$ cat src/rtl/date_calendar_counter.sv
// rtl/date_calendar_counter.sv - registered calendar date engine with tick advance and validated load
module date_calendar_counter #(
  parameter int YEAR_W     = 12,
  parameter int LEAP_MODE  = 2,
  parameter int START_YEAR = 2023
) (
  input  logic              clk,
  input  logic              rst_n,
  input  logic              tick,
  input  logic              load_valid,
  input  logic [YEAR_W-1:0] load_year,
  input  logic [3:0]        load_month,
  input  logic [4:0]        load_day,
  output logic [YEAR_W-1:0] year,
  output logic [3:0]        month,
  output logic [4:0]        day,
  output logic [8:0]        doy,
  output logic [4:0]        dim,
  output logic              is_leap,
  output logic              month_wrap,
  output logic              year_wrap,
  output logic              load_err
);

  // Leap rule selected at elaboration; unused modulo terms drop out for modes 0/1.
  function automatic logic leap_of(input logic [YEAR_W-1:0] y);
    logic [31:0] yy;
    yy = 32'(y);
    case (LEAP_MODE)
      0:       return 1'b0;
      1:       return (yy % 32'd4) == 32'd0;
      default: return ((yy % 32'd4) == 32'd0) &&
                      (((yy % 32'd100) != 32'd0) || ((yy % 32'd400) == 32'd0));
    endcase
  endfunction

  // Month length; out-of-range months fall to 31 and are screened separately on load.
  function automatic logic [4:0] dim_of(input logic [3:0] m, input logic lp);
    case (m)
      4'd2:                       return lp ? 5'd29 : 5'd28;
      4'd4, 4'd6, 4'd9, 4'd11:    return 5'd30;
      default:                    return 5'd31;
    endcase
  endfunction

  // Days before the first of month m in a common year.
  function automatic logic [8:0] cum_days(input logic [3:0] m);
    case (m)
      4'd2:    return 9'd31;
      4'd3:    return 9'd59;
      4'd4:    return 9'd90;
      4'd5:    return 9'd120;
      4'd6:    return 9'd151;
      4'd7:    return 9'd181;
      4'd8:    return 9'd212;
      4'd9:    return 9'd243;
      4'd10:   return 9'd273;
      4'd11:   return 9'd304;
      4'd12:   return 9'd334;
      default: return 9'd0;
    endcase
  endfunction

  logic [YEAR_W-1:0] n_year;
  logic [3:0]        n_month;
  logic [4:0]        n_day;
  logic [8:0]        n_doy;
  logic              n_mw, n_yw, n_err;
  logic              ld_leap, ld_ok;
  logic [4:0]        ld_dim;

  // Calendar facts of the current (registered) date.
  always_comb begin
    is_leap = leap_of(year);
    dim     = dim_of(month, is_leap);
  end

  // Next-state: load (accepted or rejected) takes priority and swallows any tick.
  always_comb begin
    n_year  = year;
    n_month = month;
    n_day   = day;
    n_doy   = doy;
    n_mw    = 1'b0;
    n_yw    = 1'b0;
    n_err   = 1'b0;
    ld_leap = leap_of(load_year);
    ld_dim  = dim_of(load_month, ld_leap);
    ld_ok   = (load_month >= 4'd1) && (load_month <= 4'd12) &&
              (load_day != 5'd0) && (load_day <= ld_dim);
    if (load_valid) begin
      if (ld_ok) begin
        n_year  = load_year;
        n_month = load_month;
        n_day   = load_day;
        n_doy   = cum_days(load_month) + {4'd0, load_day} +
                  {8'd0, (ld_leap && (load_month > 4'd2))};
      end else begin
        n_err = 1'b1;
      end
    end else if (tick) begin
      if (day < dim) begin
        n_day = day + 5'd1;
        n_doy = doy + 9'd1;
      end else if (month < 4'd12) begin
        n_day   = 5'd1;
        n_month = month + 4'd1;
        n_doy   = doy + 9'd1;
        n_mw    = 1'b1;
      end else begin
        n_day   = 5'd1;
        n_month = 4'd1;
        n_doy   = 9'd1;
        n_year  = year + 1'b1;
        n_mw    = 1'b1;
        n_yw    = 1'b1;
      end
    end
  end

  // State and pulse registers with synchronous reset.
  always_ff @(posedge clk) begin
    if (!rst_n) begin
      year       <= YEAR_W'(START_YEAR);
      month      <= 4'd1;
      day        <= 5'd1;
      doy        <= 9'd1;
      month_wrap <= 1'b0;
      year_wrap  <= 1'b0;
      load_err   <= 1'b0;
    end else begin
      year       <= n_year;
      month      <= n_month;
      day        <= n_day;
      doy        <= n_doy;
      month_wrap <= n_mw;
      year_wrap  <= n_yw;
      load_err   <= n_err;
    end
  end

endmodule

$ cat config.mk
export PLATFORM = sky130hd
export DESIGN_NAME = date_calendar_counter
export DESIGN_NICKNAME = d
export VERILOG_FILES = /design/src/rtl/date_calendar_counter.sv
export SDC_FILE = /design/constraint.sdc
export NUM_CORES = 1
export LEC_CHECK = 0
export BUFFER_PORTS_ARGS = -buffer_cell sky130_fd_sc_hd__buf_4
export CAP_MARGIN = 40
export CORE_ASPECT_RATIO = 0.75
export CORE_UTILIZATION = 40
export DETAILED_ROUTE_END_ITERATION = 10
export GPL_ROUTABILITY_DRIVEN = 1
export PLACE_DENSITY = 0.58
export SLEW_MARGIN = 20
export SYNTH_ARGS = -nofsm -noshare
export SYNTH_HDL_FRONTEND = slang
export SYNTH_SLANG_ARGS = --single-unit
$ cat constraint.sdc
create_clock -name clk -period 8.45 [get_ports clk]
set_input_delay 0 -clock clk [delete_from_list [all_inputs] [get_ports clk]]
set_output_delay 0 -clock clk [all_outputs]
set_load 0.02 [all_outputs]
==> summary.md, run 1 <==
| Metric | Value |
|---|---|
| Nets | 834 |
| Post-Syn Instances | about 760 |
| Global placement routability congestion | 0.932 |
| CTS Sinks | 33 |
| RSZ-0062 raised after global routing | no |
| Vias in the first global route | just over 5000 |
| Via count | ~5800 |
| Setup WS pre-CTS | 1070 ps |
| Yosys top cell area share | about an eighth |
| Share of layout cells above drive strength 1 | ~15% |
| Final WL | roughly 16 mm |
| Antenna-violating nets left | 0 |
| M3 GR Usage | ~3.2% |
| Core ar. | approximately 13000 um2 |
| VDD IR max | 0.0000742 V |
| GRT met1 Usage | about a third |
| Tot Pwr | between 0.9 and 1 mW |
| Hold Worst Slack | between 40 and 50 ps |
| Worst slew margin | between 40% and 50% |
| Commonest cells post-synth | nand2_1, nor2_1, o21ai_0, a21oi_1, inv_1 |
| Post-route setup slack | roughly 1200 ps |
| Placement Rows | 36 |
| Clk_skew | approximately 9.0 ps |
| Clock Pin Slew Worst Setup and Hold Paths | 50 ps |
| Area delta synth->final | 11.4% |
| Ranking of synthesized cells by area | dfxtp_1, ha_1, o21ai_0 |
| DRT Pass-1 Iters | 5 |
| WP buf/inv | 2 |
| Via density per instance | 6.13 |
| Synth area leader | dfxtp_1 |
| Most Used Layer, Global Route | met2 |
| Post-CTS setup buffer count | 0 |
| Count of flip-flops with a built-in enable after synthesis | 0 |
| CP max FO | 24 |
| Total of warnings raised by yosys | 0 |
| Crit-path leading delay family | compound AO/OA/AOI/OAI gates |
| Chip Height | roughly 100 um |
| CP peak stage delay | about 610 ps |
| Total grt overflow | 0 |
| Final Setup Violations | 0 |
| Async set-reset flop share out of synthesis | 0% |
| CP Data Required Time | between 8000 and 9000 ps |
| Syn Std Cell Area | roughly 5300 um2 |
| Fmax | between 100 and 150 MHz |
| First-pass GRT wire length | around 26 mm |
| Final HPWL DP | between 10 and 15 mm |
| Min Clock Period, post-route | 7230 ps |
| CTS tree | done |
| CP endpoint kind | flip-flop |
| Largest net degree at the start of global routing | approximately 40 |
| Synth Register Bits | 33 |
| Global-route track usage on met2 | approximately a third |
| Initial Utilization | about 41% |
| Pwr Density | ~160 nW/um2 |
| Status | finished clean |
| Worst hold path class | in2reg |
| Critical Path Most Common Cell | nand2_1 |
| All-layer global routing usage | between 20% and 30% |
| Most frequent cell after synthesis | nand2_1 |
| Sequential area share after synthesis | 12.4% |
| Initial antenna violation count | 0 |
| Die area | 13700 um2 |
| Cts hold-fix bufs | 0 |
| Fin crit share | a little under nine tenths |
| Sum Neg Setup Slack | 0 ps |
| CP Launch Type | primary input |
| Residual DRC count | 0 |
| Horiz. Die Dim | around 140 um |
| DRT iter0 DRCs | 467 |
| Worst path arrival time | around 7400 ps |
| WL/cell | 16.5 um |
| Port Buffer Count | 60 |
| Max Cap Viol | 0 |
| Leak | ~2.4 nW |
| Worst slew pin tran | 770 ps |
| Io pins | 64 |
| Diode count | 0 |
| Clk_lat worst skew | ~280 ps |
| CTS buffer count | 5 |
| Top FF cell, synth | dfxtp_1 |
| Synth cell types | around 100 |
| CTS Buffer Depth | 2 |
| H-tree level count | 2 |
| Root Buffer | clkbuf_16 |
| Hold Vio Cnt, Final | 0 |
| CP max stage cell | nor2_1 |
| Post-cts repair resize count | 0 |
| Syn Area/Cell | 7.02 um2 |
| Critical path class | in2reg |
| Max-slew violation count | 0 |
layout make-up:
type | instances | area [um2]
inverter | 38 | 143
fill | 1347 | 7060
sequential | 33 | 661
clock inverter | 2 | 10.0
tap | 171 | 214
multi-input combinational | 641 | 4290
clock buffer | 6 | 129
timing repair buffer | 62 | 465
sequential cells by signal, summed over array words and instances, names as in the netlist:
| signal | flops |
|---|---|
| day | 5 |
| doy | 9 |
| load_err | 1 |
| month | 4 |
| month_wrap | 1 |
| year | 12 |
| year_wrap | 1 |
tightest hold or removal path: stages:
cell,delay [ps]
buf_4,100
a21oi_1,60
o21ai_0,120
placed cells by master, fill, tap and decap left out, types with 10 or more instances in the layout:
master / synthesis / layout
o22ai_1: 12 / 12
a31oi_1: 11 / 11
nor2b_1: 10 / 10
buf_4: 9 / 62
xnor2_1: 15 / 15
ha_1: 26 / 26
dfxtp_1: 33 / 33
a211oi_1: 13 / 13
a21oi_1: 58 / 58
o21ai_0: 59 / 59
and3_1: 14 / 14
mux2i_1: 16 / 16
nor2_1: 64 / 64
nand3_1: 34 / 34
nand2_1: 67 / 67
nor3_1: 21 / 21
inv_1: 36 / 36
cells by family (layout without fill, tap and decap cells):
logic type / Yosys count / count (layout) / share of synthesized area [%]
buf+inv: 84 / 108 / 6.81
other cells: 1 / 3 / 0.0706
simple gates: 290 / 290 / 28.5
compound gates: 272 / 272 / 36.5
mux: 21 / 21 / 4.12
xor+xnor: 24 / 24 / 4.10
fa+ha+maj: 31 / 31 / 7.47
flops: 33 / 33 / 12.4
per-layer routing:
metal,up-vias,part of all wire (%)
met5,-,0
met4,0,0.26
met3,4,6.7
met2,212,43
met1,2751,50
li1,2879,-
stage by stage:
stage                     area, um2  util [%]  std cells
final                          5920      45.6        953
after global routing           5920      45.6        953
after CTS                      5920      45.6        953
after detailed placement       5780      44.5        945
after global placement         5780      44.5        945
after floorplan                5320         -        758
power by group:
group | switching (mW) | internal, mW
sequential | 0.0253 | 0.168
combinational | 0.356 | 0.227
clock | 0.0693 | 0.108
total | 0.451 | 0.503
path summary, 6_finish.rpt:
path / startpoint / end / slack [ps] / cells past startpoint
worst max register to register: year[8] / month[3] / 2480 / 20
worst min register to register: day[3] / day[3] / 570 / 2
worst max-delay path: load_year[9] / year[4] / 1220 / 29
worst min-delay path: load_year[0] / year[0] / 40 / 3
Note: power is estimated with default switching activity, not from simulation.
==> run 2: changes to the inputs <==
==> constraint.sdc (replaced) <==
create_clock -name clk -period 8.35 [get_ports clk]
set_input_delay 0 -clock clk [delete_from_list [all_inputs] [get_ports clk]]
set_output_delay 0 -clock clk [all_outputs]
set_load 0.02 [all_outputs]
==> summary.md, run 2 (same netlist as run 1, synthesis figures left out) <==
| Metric | Value |
|---|---|
| Placement Rows | 36 (unchanged) |
| Fin crit share | between 80 and 90% |
| WP buf/inv | 2 (unchanged) |
| CTS Buffer Depth | 2 (unchanged) |
| Max Cap Viol | 0 (unchanged) |
| Hold Vio Cnt, Final | 0 (unchanged) |
| Via count | 5932 (+1.5%) |
| Worst path arrival time | 7370 ps (-30 ps) |
| CP peak stage delay | 630 ps (+20 ps) |
| Area after DPL | 5780 um2 (unchanged) |
| CP Data Required Time | 8530 ps (-90 ps) |
| Post-cts repair resize count | 0 (unchanged) |
| First-pass GRT wire length | 25.6 mm (+0.16%) |
| Pwr Density | 164 nW/um2 (+1.4%) |
| H-tree level count | 2 (unchanged) |
| Share of layout cells above drive strength 1 | 15.0% (unchanged) |
| Clk_lat worst skew | 290 ps (about the same) |
| Core ar. | 13000 um2 (unchanged) |
| Clock Pin Slew Worst Setup and Hold Paths | 60 ps (about the same) |
| Most flop-heavy register | year |
| Diode count | 0 (unchanged) |
| Root Buffer | clkbuf_16 |
| Post-route cell area | 5920 um2 (unchanged) |
| Die area | 13700 um2 (unchanged) |
| Worst slew pin tran | 789 ps (+19.2 ps) |
| Total grt overflow | 0 (unchanged) |
| Largest net degree at the start of global routing | 41 (unchanged) |
| Global placement routability congestion | 0.931 (about the same) |
| Status | finished clean |
| VDD IR max | 0.000108 V (+46%) |
| Sum Neg Setup Slack | 0 ps (unchanged) |
| DRT iter0 DRCs | 420 (-10%) |
| Critical path class | in2reg |
| RSZ-0062 raised after global routing | no |
| Crit-path leading delay family | compound AO/OA/AOI/OAI gates |
| CTS Sinks | 33 (unchanged) |
| Min Clock Period, post-route | 7190 ps |
| Antenna-violating nets left | 0 (unchanged) |
| Port Buffer Count | 60 (unchanged) |
| Fmax | 139 MHz |
| CTS tree | done |
| Residual DRC count | 0 (unchanged) |
| CTS buffer count | 5 (unchanged) |
| Commonest non-fill, non-tap cell in the layout | nand2_1 |
| Worst hold path class | in2reg |
| CP Launch Type | primary input |
| Post-CTS setup buffer count | 0 (unchanged) |
| Biggest regs | year x12, doy x9, day x5 |
| DRT Pass-1 Iters | 5 (unchanged) |
| Final WL | 15.7 mm (-0.38%) |
| Chip Height | 102 um (unchanged) |
| Initial antenna violation count | 0 (unchanged) |
| Area delta synth->final | 11.4% (unchanged) |
| Nets | 834 (unchanged) |
| Via density per instance | 6.22 (+1.5%) |
| Io pins | 64 (unchanged) |
| Commonest non-fill, non-tap cells in the layout | nand2_1, nor2_1, buf_4 |
| Initial Utilization | 40.9% (unchanged) |
| Cts hold-fix bufs | 0 (unchanged) |
| CP max FO | 14 (-42%) |
| WL/cell | 16.5 um (-0.38%) |
| Clk_skew | 10.7 ps (+1.77 ps) |
| Final HPWL DP | 12.1 mm (about the same) |
| Final Setup Violations | 0 (unchanged) |
| CP max stage cell | nor2_1 |
| Vias in the first global route | 5127 (-0.16%) |
| Max-slew violation count | 0 (unchanged) |
| Horiz. Die Dim | 135 um (unchanged) |
| Leak | 2.41 nW (unchanged) |
| All-layer global routing usage | 22.7% (+0.094 points) |
| CP endpoint kind | flip-flop |
| Worst slew margin | 47.2% (-1.3 points) |
| Max reg flops | 12 (unchanged) |
==> run 2: metal layers <==
layer | up-vias | GRT usage (%) | share of wire, %
met5 | - | 0 | 0
met4 | 0 | 4.32 | 0.76
met3 | 12 | 2.40 | 6.6
met2 | 209 | 34.2 | 43
met1 | 2823 | 34.6 | 50
li1 | 2888 | - | -
==> run 2: area by class of cell <==
type | instances | area, um2
clock buffers | 6 | 129
clock inverters | 2 | 10.0
fillers | 1349 | 7060
inverters | 38 | 143
multi-input cells | 641 | 4290
flip-flops and latches | 33 | 661
well taps | 171 | 214
repair buffers | 62 | 465
==> run 2: power breakdown <==
part	internal (mW)	switching, mW
clock	0.110	0.0724
sequential	0.170	0.0255
combinational	0.230	0.361
==> run 2: final timing paths <==
check | start | endpoint | slack (ps) | cells past startpoint
max | load_year[9] | doy[8] | 1160 | 34
min | load_year[0] | year[0] | 40 | 3
max reg2reg | year[8] | month[1] | 2380 | 20
min reg2reg | doy[0] | doy[0] | 560 | 3
==> run 2: per-stage QoR <==
| stage | hold slack [ps] | worst slack [ps] | cells | power [mW] | util [%] |
|---|---|---|---|---|---|
| 3_3_place_gp | 313 | 1280 | 945 | 0.768 | 44.5 |
| 5_1_grt | 68.1 | 589 | 953 | 1.04 | 45.6 |
| 2_1_floorplan | 186 | 1940 | 758 | 0.660 | - |
| 4_1_cts | 32.7 | 1250 | 953 | 0.961 | 45.6 |
| 6_report | 37.3 | 1160 | 953 | 0.968 | 45.6 |
| 3_5_place_dp | 320 | 977 | 945 | 0.776 | 44.5 |
==> run 2: tightest hold or removal path: stages <==
cell and delay [ps]:
buf_4 100, a21oi_1 60, o21ai_0 120
